**config.mk**
```make
export PLATFORM = sky130hd
export DESIGN_NAME = gan_host_sequencer
export DESIGN_NICKNAME = d
export VERILOG_FILES = /design/src/rtl/gan_host_sequencer.sv
export SDC_FILE = /design/constraint.sdc
export NUM_CORES = 1
export LEC_CHECK = 0
export BUFFER_PORTS_ARGS = -buffer_cell sky130_fd_sc_hd__buf_2
export CORE_UTILIZATION = 30
export CTS_CLUSTER_DIAMETER = 120
export DETAILED_ROUTE_END_ITERATION = 16
export GPL_ROUTABILITY_DRIVEN = 0
export GPL_TIMING_DRIVEN = 0
export PLACE_DENSITY = 0.49
export SKIP_CTS_REPAIR_TIMING = 1
export SLEW_MARGIN = 15
export SYNTH_ARGS = -nofsm -noshare
export SYNTH_HDL_FRONTEND = slang
export SYNTH_SLANG_ARGS = --single-unit
```
**constraint.sdc**
```tcl
create_clock -name clk -period 32.4 [get_ports clk]
set_input_delay 3.24 -clock clk [delete_from_list [all_inputs] [get_ports clk]]
set_output_delay 3.24 -clock clk [all_outputs]
set_load 0.005 [all_outputs]
```
**src/rtl/gan_host_sequencer.sv**
```systemverilog
// gan_host_sequencer
// Sequences one GAN inference per host request. The request latents and the
// 20-bit per-cycle choice pattern are latched, the core is held in reset for
// one cycle and then run. The first discriminator-finish captures the nine
// generated pixels plus the score, which are streamed out as ten words. A run
// that exceeds TIMEOUT cycles is aborted with a sticky timeout flag.
//
// Ports
//   clk, rst                      clock, asynchronous active-high reset
//   req_valid/req_ready           request handshake
//   req_in_1, req_in_2            signed latent inputs (latched on accept)
//   req_choice                    per-cycle choice bits, LSB used first
//   core_rst                      synchronous reset to the GAN core
//   core_in_1, core_in_2          latents presented to the core during RUN
//   core_choice                   current choice bit during RUN
//   core_gen_finish               core generator done
//   core_disc_finish              core discriminator done (triggers capture)
//   core_pixels                   9 pixel words, 1x1 in the LSBs, 3x3 in the MSBs
//   core_out_disc                 discriminator score
//   out_valid/out_ready           result stream handshake
//   out_data, out_idx, out_last   result word, its index 0..9, last marker
//   busy                          transaction in progress
//   timeout_err, seq_err          sticky error flags, cleared on next accept
module gan_host_sequencer #(
    parameter int WIDTH   = 32,
    parameter int TIMEOUT = 40
) (
    input  logic                    clk,
    input  logic                    rst,
    input  logic                    req_valid,
    output logic                    req_ready,
    input  logic signed [WIDTH-1:0] req_in_1,
    input  logic signed [WIDTH-1:0] req_in_2,
    input  logic [19:0]             req_choice,
    output logic                    core_rst,
    output logic signed [WIDTH-1:0] core_in_1,
    output logic signed [WIDTH-1:0] core_in_2,
    output logic                    core_choice,
    input  logic                    core_gen_finish,
    input  logic                    core_disc_finish,
    input  logic [9*WIDTH-1:0]      core_pixels,
    input  logic signed [WIDTH-1:0] core_out_disc,
    output logic                    out_valid,
    input  logic                    out_ready,
    output logic [WIDTH-1:0]        out_data,
    output logic [3:0]              out_idx,
    output logic                    out_last,
    output logic                    busy,
    output logic                    timeout_err,
    output logic                    seq_err
);

    localparam logic [1:0] S_IDLE     = 2'd0;
    localparam logic [1:0] S_RST_CORE = 2'd1;
    localparam logic [1:0] S_RUN      = 2'd2;
    localparam logic [1:0] S_SEND     = 2'd3;

    // The step counter must hold TIMEOUT and also index all 20 choice bits.
    localparam int STEP_W = ($clog2(TIMEOUT + 1) > 5) ? $clog2(TIMEOUT + 1) : 5;

    localparam logic [STEP_W-1:0] STEP_MAX    = STEP_W'(TIMEOUT);
    localparam logic [STEP_W-1:0] STEP_LAST   = STEP_W'(TIMEOUT - 1);
    localparam logic [STEP_W-1:0] CHOICE_LAST = STEP_W'(19);
    localparam logic [STEP_W-1:0] STEP_ONE    = STEP_W'(1);

    logic [1:0]              state;
    logic [WIDTH-1:0]        lat_in_1;
    logic [WIDTH-1:0]        lat_in_2;
    logic [19:0]             lat_choice;
    logic [STEP_W-1:0]       step;
    logic [3:0]              idx;
    logic [WIDTH-1:0]        pix_buf [0:9];

    // Sequencer state, request latches, step/index counters, capture buffer and sticky flags.
    always_ff @(posedge clk or posedge rst) begin
        if (rst) begin
            state       <= S_IDLE;
            lat_in_1    <= {WIDTH{1'b0}};
            lat_in_2    <= {WIDTH{1'b0}};
            lat_choice  <= 20'd0;
            step        <= {STEP_W{1'b0}};
            idx         <= 4'd0;
            timeout_err <= 1'b0;
            seq_err     <= 1'b0;
            for (int i = 0; i < 10; i++) begin
                pix_buf[i] <= {WIDTH{1'b0}};
            end
        end else begin
            case (state)
                S_IDLE: begin
                    // req_ready is high throughout IDLE, so req_valid alone is a handshake.
                    if (req_valid) begin
                        lat_in_1    <= req_in_1;
                        lat_in_2    <= req_in_2;
                        lat_choice  <= req_choice;
                        timeout_err <= 1'b0;
                        seq_err     <= 1'b0;
                        state       <= S_RST_CORE;
                    end
                end
                S_RST_CORE: begin
                    step  <= {STEP_W{1'b0}};
                    state <= S_RUN;
                end
                S_RUN: begin
                    if (step != STEP_MAX) begin
                        step <= step + STEP_ONE;
                    end
                    // Capture takes priority over the timeout in the same cycle.
                    if (core_disc_finish) begin
                        for (int i = 0; i < 9; i++) begin
                            pix_buf[i] <= core_pixels[i*WIDTH +: WIDTH];
                        end
                        pix_buf[9] <= core_out_disc;
                        idx        <= 4'd0;
                        if (!core_gen_finish) begin
                            seq_err <= 1'b1;
                        end
                        state <= S_SEND;
                    end else if (step >= STEP_LAST) begin
                        timeout_err <= 1'b1;
                        state       <= S_IDLE;
                    end
                end
                S_SEND: begin
                    if (out_ready) begin
                        if (idx == 4'd9) begin
                            idx   <= 4'd0;
                            state <= S_IDLE;
                        end else begin
                            idx <= idx + 4'd1;
                        end
                    end
                end
                default: begin
                    state <= S_IDLE;
                end
            endcase
        end
    end

    // Output decode: every output is a pure function of the registered state above.
    always_comb begin
        req_ready   = 1'b0;
        core_rst    = 1'b1;
        core_in_1   = {WIDTH{1'b0}};
        core_in_2   = {WIDTH{1'b0}};
        core_choice = 1'b0;
        out_valid   = 1'b0;
        out_data    = {WIDTH{1'b0}};
        out_idx     = 4'd0;
        out_last    = 1'b0;
        busy        = 1'b1;
        case (state)
            S_IDLE: begin
                req_ready = 1'b1;
                busy      = 1'b0;
            end
            S_RST_CORE: begin
                core_rst = 1'b1;
            end
            S_RUN: begin
                core_rst    = 1'b0;
                core_in_1   = lat_in_1;
                core_in_2   = lat_in_2;
                core_choice = (step <= CHOICE_LAST) ? lat_choice[step[4:0]] : 1'b0;
            end
            S_SEND: begin
                out_valid = 1'b1;
                out_idx   = idx;
                out_data  = (idx <= 4'd9) ? pix_buf[idx] : {WIDTH{1'b0}};
                out_last  = (idx == 4'd9);
            end
            default: begin
                busy = 1'b1;
            end
        endcase
    end

endmodule

```
==> impl_metrics.toml <==
[die]
row_count = 92
initial_utilization_pct = 30.4
ios = 518
chipWidth_um = 255
coreArea_mm2 = 0.0631
dieArea_mm2 = 0.0649
die_y_um = 255

[drt]
wirelength_mm = 65.7
antenna_left = 0
routedWlPerCell_um = 23.8
dr.first_iter.drc_count = 505
first_pass_iters = 5
viasPerCell = 4.76
vias = 13200
post-route-drc-count = 0

[timing]
hold_violations = 0
max_freq_ghz = 0.154
min_period_ps = 6510
rsz0062_at_grt = "no"
fin_crit_sh_pct = 20.1
skew_ps = 29.6
fin_tns_setup_ps = 0
worst_pin_slew_ps = 954
finalSetupViolations = 0
worst_slack_ps = 25890
maxSlewHeadroom_pct = 36.4
drv_slew = 0

[placement]
io_buffers = 517
pre_cts_slack_ps = 26490
hpwl_mm = 49.7

[layout]
nFillCells = 6200
layout.nets = 2268
layout-drive-gt1-share_pct = 39.4
syn_to_final_growth_pct = 28.5
final-seq-area_mm2 = 0.0105
multi_input_area_mm2 = 0.00805

[outcome]
status = "complete, no violations"

[global_route]
grt_overflow = 0
grt_pass1_wl_mm = 94.1
grt_pass1_vias = 14200
grt_max_degree = 104
antenna_found_initial = 44
track_usage_pct = 20.1

[clocking]
tritoncts = "done"
worstSkewPairLatency_ps = 610
cts_sinks = 418
cts_inserted_buffers = 50
htree_levels = 2
root_buffer = "clkbuf_16"
clockBufferDepth = 3
clk_pin_slew_worst_paths_ps = 60

[setup_path]
crit_path_cell_trace = "buf_2 > buf_1 > clkbuf_1 > a211oi_1 > a211oi_1 > buf_2"
cp_max_fo = 10
cp-end-kind = "output port"
cp_num_buf_inv = 4
slowest_delay_ps = 700
critPathLaunchType = "flop"
arrival_ps = 3270
slowest_stage = "buf_1"
path_class = "flop to output port"
crit_family = "buffers and inverters"
worstPathRequired_ps = 29160

[synthesis]
synth_edf_count = 0
yosys-top-cells-area = "dfrtp_1 55%, mux2_1 24%, mux4_2 7.5%, and2_1 2.1%, a211oi_1 2.1%"
synth_fp_nets = 1695
yosysUniqueCellTypes = 49
synthesis.area_mm2 = 0.0192
synth-main-ff-cell = "dfrtp_1"
ys_seq_area_share_pct = 54.6
syn_area_per_cell_um2 = 14.9
synth-seq-cells = 418
async_flop_share_pct = 100
ys_warn_count = 0
netlist_instances = 1283
yosysTopAreaCell = "dfrtp_1"
synth_top_area_share_pct = 54.6

[pwr]
powerDensity_mw_per_mm2 = 95.9
peakVddDrop_mv = 0.0518
p_total_mw = 2.36
p_leak_nw = 11.6

[worst_hold_path]
hp-class = "flop to flop"

[job]
drv_cap = 0
-- cells in the mapped netlist, types with 4 or more instances --
| master | count |
|---|---|
| a211oi_1 | 54 |
| a211oi_2 | 6 |
| a21oi_1 | 8 |
| and2_1 | 65 |
| buf_2 | 30 |
| buf_4 | 29 |
| buf_6 | 6 |
| clkbuf_1 | 28 |
| dfrtp_1 | 418 |
| inv_1 | 8 |
| inv_2 | 5 |
| mux2_1 | 404 |
| mux2i_1 | 40 |
| mux4_2 | 64 |
| nand2_1 | 15 |
| nor2_1 | 10 |
| nor2b_1 | 31 |
| o21ai_1 | 12 |
| o22ai_1 | 4 |
| o31ai_1 | 4 |
-- path summary, 6_finish.rpt --
check	from	to	slack [ps]	cells after the start
min in group asynchronous	rst	lat_in_1[11]$_DFFE_PP0P_	2660	2
max in group asynchronous	rst	pix_buf[202]$_DFFE_PP0P_	28340	4
worst min-delay path	lat_in_2[1]$_DFFE_PP0P_	lat_in_2[1]$_DFFE_PP0P_	470	1
worst max register to register	state[0]$_DFFE_PP0P_	pix_buf[315]$_DFFE_PP0P_	29930	5
worst min register to register	lat_in_2[1]$_DFFE_PP0P_	lat_in_2[1]$_DFFE_PP0P_	470	1
worst max-delay path	idx[2]$_DFFE_PP0P_	out_data[13]	25890	6
-- layout by cell type (no fill, tap or decap), types with 3 or more instances in the layout --
cell type,n
a211oi_1,54
buf_4,29
and3_1,3
nand2_1,15
and2_1,65
clkbuf_8,13
clkbuf_16,50
buf_6,6
clkbuf_1,42
o31ai_1,4
o21ai_1,12
nor2b_1,31
a211oi_2,6
buf_16,4
o22ai_1,4
mux2i_1,40
clkinv_2,8
buf_2,547
mux4_2,64
inv_2,5
diode_2,20
dfrtp_1,418
inv_1,7
mux2_1,404
a21oi_1,8
nor2_1,10
-- per-stage QoR --
stage               util, %  area [um^2]  std cells  hold slack [ps]
finish                 39.0        24600       2761              475
global placement       36.2        22800       2646              458
floorplan                 -        19200       1283              449
CTS                    39.0        24600       2741              480
detailed placement     36.4        22900       2650              466
global route           39.0        24600       2752              488
-- power by group --
part | internal (mW) | switching, mW | leakage [nW] | total, mW
Clock | 0.332 | 0.234 | 0.812 | 0.566
Combinational | 0.448 | 0.440 | 5.68 | 0.888
Sequential | 0.784 | 0.125 | 5.11 | 0.909
Total | 1.56 | 0.799 | 11.6 | 2.36
-- flip-flops by register name, summed over array words and instances, names as in the netlist --
| signal | count |
|---|---|
| timeout_err | 1 |
| step | 6 |
| pix_buf | 320 |
| idx | 4 |
| lat_in_2 | 32 |
| state | 2 |
| lat_in_1 | 32 |
| seq_err | 1 |
| lat_choice | 20 |
-- per-layer routing --
layer	up-vias	part of all wire, %	GRT usage (%)
li1	5871	-	-
met1	6705	41	24.1
met2	398	49	34.2
met3	129	7.6	6.72
met4	48	2.1	5.47
met5	-	0.47	0
-- final cells by class --
| class | count | area share (%) |
|---|---|---|
| multi-input cells | 754 | 32.7 |
| clock buffers | 77 | 6.02 |
| clock inverters | 14 | 0.676 |
| plain buffers | 98 | 2.49 |
| flip-flops and latches | 418 | 42.5 |
| inverters | 13 | 0.229 |
| well taps | 846 | 4.30 |
| repair buffers | 521 | 11.0 |
| diodes | 20 | 0.203 |
-- kinds of logic after synthesis --
logic type | share of synthesized area, %
compound gates | 3.87
xor+xnor | 0.0457
fa+ha+maj | 0.131
buf+inv | 3.46
flops | 54.6
mux | 33.7
simple gates | 4.19
Power figures use the tool's default switching activity.
